File: src/rtl/vga_pkg.sv
// Shared constants and types for the VGA frame-buffer path.
// FB_* describe the down-scaled frame buffer that is replicated
// SCALE x SCALE onto the active display area.
package vga_pkg;
    localparam int H_ACT    = 800;
    localparam int V_ACT    = 600;
    localparam int SCALE    = 4;
    localparam int FB_W     = H_ACT / SCALE;
    localparam int FB_H     = V_ACT / SCALE;
    localparam int FB_DEPTH = FB_W * FB_H;
    localparam int ADDR_W   = 15;
    localparam int DATA_W   = 12;

    typedef struct packed {
        logic [3:0] r;
        logic [3:0] g;
        logic [3:0] b;
    } rgb12_t;
endpackage

File: src/rtl/fb_scan_addr.sv
// Scan-out address generator.
// Tracks the horizontal replication phase and frame-buffer column within a
// line, and the vertical replication count / frame-buffer row across lines.
// The row base address is accumulated rather than multiplied.
// Ports:
//   i_pclk, i_rstn  clock, async active-low reset
//   i_hen, i_ven    active-region enables
//   o_rd_slot       this cycle is a scan-out read slot
//   o_scan_addr     frame-buffer word address for the read slot
module fb_scan_addr #(
    parameter int SCALE  = vga_pkg::SCALE,
    parameter int FB_W   = vga_pkg::FB_W,
    parameter int FB_H   = vga_pkg::FB_H,
    parameter int ADDR_W = vga_pkg::ADDR_W
) (
    input  logic              i_pclk,
    input  logic              i_rstn,
    input  logic              i_hen,
    input  logic              i_ven,
    output logic              o_rd_slot,
    output logic [ADDR_W-1:0] o_scan_addr
);
    import vga_pkg::*;

    localparam int PH_W  = (SCALE > 1) ? $clog2(SCALE) : 1;
    localparam int COL_W = (FB_W > 1) ? $clog2(FB_W) : 1;
    localparam int ROW_W = (FB_H > 1) ? $clog2(FB_H) : 1;
    localparam logic [PH_W-1:0]  PH_LAST  = PH_W'(SCALE - 1);
    localparam logic [COL_W-1:0] COL_LAST = COL_W'(FB_W - 1);
    localparam logic [ROW_W-1:0] ROW_LAST = ROW_W'(FB_H - 1);

    logic              r_hen_d;
    logic [PH_W-1:0]   r_phase;
    logic [COL_W-1:0]  r_col;
    logic [PH_W-1:0]   r_rep;
    logic [ROW_W-1:0]  r_row;
    logic [ADDR_W-1:0] r_row_base;

    always_ff @(posedge i_pclk or negedge i_rstn) begin
        if (!i_rstn) begin
            r_hen_d    <= 1'b0;
            r_phase    <= '0;
            r_col      <= '0;
            r_rep      <= '0;
            r_row      <= '0;
            r_row_base <= '0;
        end else begin
            r_hen_d <= i_hen;

            if (!i_hen) begin
                r_phase <= '0;
                r_col   <= '0;
            end else if (i_ven) begin
                if (r_phase == PH_LAST) begin
                    r_phase <= '0;
                    r_col   <= (r_col == COL_LAST) ? '0 : r_col + COL_W'(1);
                end else begin
                    r_phase <= r_phase + PH_W'(1);
                end
            end

            if (!i_ven) begin
                r_rep      <= '0;
                r_row      <= '0;
                r_row_base <= '0;
            end else if (r_hen_d && !i_hen) begin
                if (r_rep == PH_LAST) begin
                    r_rep <= '0;
                    // Saturate on the last row so the trailing line end of
                    // the frame never points past the buffer.
                    if (r_row != ROW_LAST) begin
                        r_row      <= r_row + ROW_W'(1);
                        r_row_base <= r_row_base + ADDR_W'(FB_W);
                    end
                end else begin
                    r_rep <= r_rep + PH_W'(1);
                end
            end
        end
    end

    assign o_rd_slot   = i_hen && i_ven && (r_phase == '0);
    assign o_scan_addr = r_row_base + ADDR_W'(r_col);
endmodule

File: src/rtl/vga_fb_arbiter.sv
// Frame-buffer arbiter: owns a single-port 1-cycle-latency video RAM.
// Scan-out reads take fixed slots (one per SCALE active pixels); every other
// cycle is granted to the painter write port. Read data is replicated to
// SCALE pixels and emitted with syncs delayed two cycles to line up.
// Ports:
//   pclk, rstn                   clock, async active-low reset
//   hen, ven, hs, vs             timing inputs
//   wr_valid/wr_ready/addr/data  painter write handshake
//   ram_*                        RAM port (rdata valid 1 cycle after read)
//   vga_hs, vga_vs, red/green/blue  delayed syncs and colour
//   frame_start                  pulse one cycle after ven rises
//   wr_err                       sticky out-of-range write flag
module vga_fb_arbiter #(
    parameter int H_ACT  = vga_pkg::H_ACT,
    parameter int V_ACT  = vga_pkg::V_ACT,
    parameter int SCALE  = vga_pkg::SCALE,
    parameter int ADDR_W = vga_pkg::ADDR_W,
    parameter int DATA_W = vga_pkg::DATA_W
) (
    input  logic              pclk,
    input  logic              rstn,
    input  logic              hen,
    input  logic              ven,
    input  logic              hs,
    input  logic              vs,
    input  logic              wr_valid,
    output logic              wr_ready,
    input  logic [ADDR_W-1:0] wr_addr,
    input  logic [DATA_W-1:0] wr_data,
    output logic              ram_en,
    output logic              ram_we,
    output logic [ADDR_W-1:0] ram_addr,
    output logic [DATA_W-1:0] ram_wdata,
    input  logic [DATA_W-1:0] ram_rdata,
    output logic              vga_hs,
    output logic              vga_vs,
    output logic [3:0]        red,
    output logic [3:0]        green,
    output logic [3:0]        blue,
    output logic              frame_start,
    output logic              wr_err
);
    import vga_pkg::*;

    localparam int FBW   = H_ACT / SCALE;
    localparam int FBH   = V_ACT / SCALE;
    localparam int DEPTH = FBW * FBH;
    localparam logic [ADDR_W:0] DEPTH_W = (ADDR_W + 1)'(DEPTH);

    logic              r_run;
    logic [ADDR_W-1:0] r_ram_addr;
    logic [DATA_W-1:0] r_ram_wdata;
    logic              r_wr_err;
    logic              r_slot_d;
    logic [DATA_W-1:0] r_pix;
    logic [1:0]        r_act_d;
    logic [1:0]        r_hs_d;
    logic [1:0]        r_vs_d;
    logic              r_ven_d;
    logic              r_fs;

    logic              w_scan_slot;
    logic [ADDR_W-1:0] w_scan_addr;
    logic              w_slot;
    logic              w_xfer;
    logic              w_inr;
    logic              w_wr;
    rgb12_t            w_rgb;

    fb_scan_addr #(
        .SCALE  (SCALE),
        .FB_W   (FBW),
        .FB_H   (FBH),
        .ADDR_W (ADDR_W)
    ) u_scan (
        .i_pclk      (pclk),
        .i_rstn      (rstn),
        .i_hen       (hen),
        .i_ven       (ven),
        .o_rd_slot   (w_scan_slot),
        .o_scan_addr (w_scan_addr)
    );

    // r_run keeps the combinational strobes and grant low while in reset and
    // for the release cycle, so the port is quiet until state is clean.
    assign w_slot   = r_run && w_scan_slot;
    assign wr_ready = r_run && !w_slot;
    assign w_xfer   = wr_valid && wr_ready;
    assign w_inr    = {1'b0, wr_addr} < DEPTH_W;
    assign w_wr     = w_xfer && w_inr;

    assign ram_en    = w_slot || w_wr;
    assign ram_we    = w_wr;
    assign ram_addr  = w_slot ? w_scan_addr : (w_wr ? wr_addr : r_ram_addr);
    assign ram_wdata = w_wr ? wr_data : r_ram_wdata;

    always_ff @(posedge pclk or negedge rstn) begin
        if (!rstn) begin
            r_run       <= 1'b0;
            r_ram_addr  <= '0;
            r_ram_wdata <= '0;
            r_wr_err    <= 1'b0;
            r_slot_d    <= 1'b0;
            r_pix       <= '0;
            r_act_d     <= '0;
            r_hs_d      <= '0;
            r_vs_d      <= '0;
            r_ven_d     <= 1'b0;
            r_fs        <= 1'b0;
        end else begin
            r_run <= 1'b1;
            if (ram_en)
                r_ram_addr <= ram_addr;
            if (w_wr)
                r_ram_wdata <= wr_data;
            if (w_xfer && !w_inr)
                r_wr_err <= 1'b1;
            // RAM returns data the cycle after the slot; capture it then.
            r_slot_d <= w_slot;
            if (r_slot_d)
                r_pix <= ram_rdata;
            r_act_d <= {r_act_d[0], hen && ven};
            r_hs_d  <= {r_hs_d[0], hs};
            r_vs_d  <= {r_vs_d[0], vs};
            r_ven_d <= ven;
            r_fs    <= ven && !r_ven_d;
        end
    end

    assign w_rgb       = r_act_d[1] ? rgb12_t'(r_pix) : '0;
    assign red         = w_rgb.r;
    assign green       = w_rgb.g;
    assign blue        = w_rgb.b;
    assign vga_hs      = r_hs_d[1];
    assign vga_vs      = r_vs_d[1];
    assign frame_start = r_fs;
    assign wr_err      = r_wr_err;
endmodule

File: config.mk
export PLATFORM = sky130hd
export DESIGN_NAME = vga_fb_arbiter
export DESIGN_NICKNAME = d
export VERILOG_FILES = /design/src/rtl/vga_pkg.sv /design/src/rtl/fb_scan_addr.sv /design/src/rtl/vga_fb_arbiter.sv
export SDC_FILE = /design/constraint.sdc
export NUM_CORES = 1
export LEC_CHECK = 0
export BUFFER_PORTS_ARGS = -buffer_cell sky130_fd_sc_hd__buf_2
export CELL_PAD_IN_SITES_DETAIL_PLACEMENT = 0
export CELL_PAD_IN_SITES_GLOBAL_PLACEMENT = 1
export CORE_UTILIZATION = 46
export DETAILED_ROUTE_END_ITERATION = 10
export PLACE_DENSITY = 0.83
export SYNTH_ARGS = -nofsm -noshare
export SYNTH_HDL_FRONTEND = slang
export SYNTH_HIERARCHICAL = 1
export SYNTH_SLANG_ARGS = --single-unit
File: constraint.sdc
create_clock -name pclk -period 4.67 [get_ports pclk]
set_input_delay 0.467 -clock pclk [delete_from_list [all_inputs] [get_ports pclk]]
set_output_delay 0.467 -clock pclk [all_outputs]
set_load 0.05 [all_outputs]
==> reports/metrics.csv <==
stage;metric;value;unit
status;status;finished clean;
timing;min_period_over_period;0.763;
setup_path;timing.critical_path.buf_inv;3;
timing;fin_setup_tns;0;ps
logic_synthesis;synth.distinct_cells;53;
setup_path;cp.required;4200;ps
logic_synthesis;yosysTopAreaCellShare;0.460;
logic_synthesis;synth_enable_flop_cells;0;
timing;fmax;0.281;GHz
global_route;grt-ovfl-total;0;
clock_network;htreeDepth;3;
logic_synthesis;muxShareOfSynthArea;0.0829;
route;wl_per_cell;14.7;um
logic_synthesis;yosysSeqAreaShare;0.460;
timing;worstMarginPinSlew;1030;ps
logic_synthesis;async_flop_share;1.00;
clock_network;clkTransAtPathRegs;100;ps
clock_network;ctsHoldBuffers;0;
clock_network;cts_resized;0;
route;routed_wl;9350;um
final_layout;final_area;0.00521;mm^2
logic_synthesis;synth-simple-area-share;0.169;
setup_path;crit_path_max_incr_delay;570;ps
clock_network;postCtsSetupBuffers;0;
floorplan;die_h;101;um
logic_synthesis;ys_top_cells_by_area;dfrtp_1 46%, o211ai_1 7.8%, nand2_1 4.2%;
route;wl_met3;492;um
timing;slew_headroom;0.313;
final_layout;n_antenna_cell;0;
route;drcViolationCount;0;
final_layout;nets;563;
setup_path;worstPathCellList;inv_1, ha_1, and3_1, nor2b_1, and2_1, o21ai_4, inv_2, o211ai_1, buf_2;
route;viasPerCell;5.37;
global_route;antenna_found_initial;0;
placed_design;port_buffers;91;
floorplan;die-area;0.0102;mm^2
logic_synthesis;postSynth.topFlopCell;dfrtp_1;
floorplan;num_rows;35;
min_path;min-delay-path-class;in -> reg;
timing;hold_viol_final;0;
logic_synthesis;synth_top_family_by_area;simple AND/OR/NAND/NOR gates;
setup_path;crit_fanout;31;
clock_network;root_buffer;clkbuf_8;
final_layout;drive_gt1_frac;0.281;
power;peakVddDrop;0.134;mV
clock_network;cts_tree;built;
final_layout;synthToLayoutAreaGrowth;15.4;%
clock_network;cts-buffers-inserted;9;
clock_network;clk_latency;350;ps
placed_design;placed_area;0.00502;mm^2
timing;setup_viol;0;
logic_synthesis;postSynthAreaPerCell;10.6;um^2
power;power_density;349;mW/mm^2
logic_synthesis;synth_area_leader_cell;dfrtp_1;
job;cap_violations;0;
setup_path;path_class;reg -> out;
logic_synthesis;synth_adder_area_share;0.0360;
route;drt_iter0_drc;173;
logic_synthesis;synth_xor_xnor_area_share;0.0563;
logic_synthesis;netlist_instances;426;
power;power_leakage;2.47;nW
setup_path;critical_path.endpoint_type;primary output;
clock_network;cts_num_sinks;83;
logic_synthesis;synth-compound-area-share;0.158;
setup_path;critPathLaunchType;flip-flop;
final_layout;final_util;0.556;
floorplan;pin_count;92;
route;firstDrtPassIters;4;
logic_synthesis;yosysWarnings;6;
route;top_layer;met4;
route;met1_length;4600;um
global_route;grt_first_pass_wirelength;16000;um
global_route;grt_pass1_vias;3304;
route;wl_met2;4100;um
global_route;grt_max_degree;84;
logic_synthesis;synth-seq-cells;83;
route;postRouteAntennaNets;0;
global_route;grt_util_all_layers;0.199;
floorplan;core-area;0.00937;mm^2
placed_design;detailed_place_hpwl;6690;um
timing;rsz0062_at_grt;no;
route;vias;3426;
floorplan;die_w;101;um
timing;finalClockSkew;12.2;ps
timing;finalCriticalPeriod;3560;ps
floorplan;initial_utilization;0.482;
final_layout;nFillCells;853;
placed_design;gp_congestion;0.779;
setup_path;arrival;3090;ps
setup_path;cp_top_family;simple AND/OR/NAND/NOR gates;
logic_synthesis;syn_nets;485;
timing;slew_violations;0;
clock_network;clockBufferDepth;2;
setup_path;crit_path_top_delay_cell;and2_1;
logic_synthesis;syn_area;0.00451;mm^2
synthesized netlist by cell type, types with 4 or more instances:
library cell,n
mux2_4,9
ha_1,13
inv_1,12
dfrtp_1,83
a21oi_1,4
mux2i_1,7
o21ai_0,4
nor3_1,6
and3_1,6
nand2_1,51
and2_1,30
nor2b_1,8
xnor2_1,14
xor2_1,15
clkbuf_1,11
mux2_2,15
nor2_1,9
nand3_1,10
buf_2,8
a211oi_1,9
o211ai_1,47
nand4_1,6
nand2b_1,5
cell families (layout without fill, tap and decap cells):
group,Yosys count,in the layout
and+or+nand+nor,143,143
AOI/OAI and AO/OA,88,88
DFF,83,83
buffers and inverters,37,120
muxes,31,31
xor gates and xnor gates,29,29
adders and majority gates,13,13
other,2,2
cells in the final DEF (no fill, tap or decap), types with 2 or more instances in the layout:
cell / instances
clkbuf_8: 9
a21oi_1: 4
o211a_1: 2
nand3_1: 10
a2111oi_2: 2
inv_8: 3
a21o_1: 2
o311ai_0: 2
nor3_1: 6
ha_1: 13
and3_1: 6
o21a_1: 2
o211ai_1: 47
nor3b_1: 2
xnor2_1: 14
nand2_1: 51
mux2_2: 15
a311oi_1: 2
and2_1: 30
mux2i_1: 7
xor2_1: 15
mux2_4: 9
a31oi_1: 3
dfrtp_1: 83
conb_1: 2
inv_6: 2
o21ai_0: 4
nor2_1: 9
and4_1: 2
buf_2: 90
nor4_1: 2
nor2b_1: 8
inv_1: 12
clkinvlp_4: 2
a211oi_1: 9
nand4_1: 6
nand2b_1: 5
where the power goes:
| part | switching, mW | internal (mW) |
|---|---|---|
| clock | 0.295 | 0.208 |
| combinational | 0.340 | 0.146 |
| sequential | 0.0310 | 0.800 |
path summary, 6_finish.rpt:
path / from / to / slack (ps) / cells after the start
max: u_scan/r_phase[0] / ram_addr[7] / 1110 / 9
min: hs / r_hs_d[0] / 210 / 1
max reg2reg: u_scan/r_phase[0] / r_ram_addr[9] / 2020 / 8
min reg2reg: r_hs_d[0] / r_hs_d[1] / 360 / 0
max in group asynchronous: rstn / u_scan/r_row[5] / 3720 / 1
min in group asynchronous: rstn / r_ram_addr[6] / 270 / 1
metrics by stage:
stage                     hold WS [ps]  setup WS, ps  std cells  power, mW
after detailed placement           336          1210        622       1.34
after global routing               185           826        638       1.91
final                              212          1110        638       1.82
after floorplan                    171          1260        426       1.22
after CTS                          190          1080        638       1.84
after global placement             333          1300        622       1.33
per-layer routing:
metal | global-route usage | up-vias
met5 | 0 | -
met4 | 0.0836 | 0
met3 | 0.0333 | 15
met2 | 0.306 | 94
met1 | 0.278 | 1626
li1 | - | 1691
registers in the layout, summed over array words and instances, names as in the netlist:
name / count
u_scan/r_col: 8
r_hs_d: 2
r_ram_addr: 15
u_scan/r_row_base: 12
wr_err: 1
frame_start: 1
u_scan/r_rep: 2
r_ven_d: 1
r_act_d: 2
r_ram_wdata: 12
r_slot_d: 1
u_scan/r_row: 8
u_scan/r_phase: 2
r_pix: 12
r_run: 1
u_scan/r_hen_d: 1
r_vs_d: 2
area by class of cell:
| class | count | area, um^2 | share of cell area |
|---|---|---|---|
| sequential | 83 | 2080 | 0.399 |
| clock buffer | 9 | 124 | 0.0238 |
| multi-input combinational | 306 | 2270 | 0.436 |
| inverter | 13 | 48.8 | 0.00937 |
| clock inverter | 7 | 66.3 | 0.0127 |
| timing repair buffer | 91 | 458 | 0.0879 |
| tap | 129 | 161 | 0.0310 |
worst register-to-register path, delay by kind of cell, from the launching register on:
family | cells | cell delay (ps)
adder cells (fa/ha/maj) | 1 | 190
AO/OA/AOI/OAI | 2 | 520
flip-flops | 1 | 390
buffers and inverters | 2 | 530
AND/OR/NAND/NOR | 3 | 870
No activity file was read; power rests on OpenSTA's default activity.
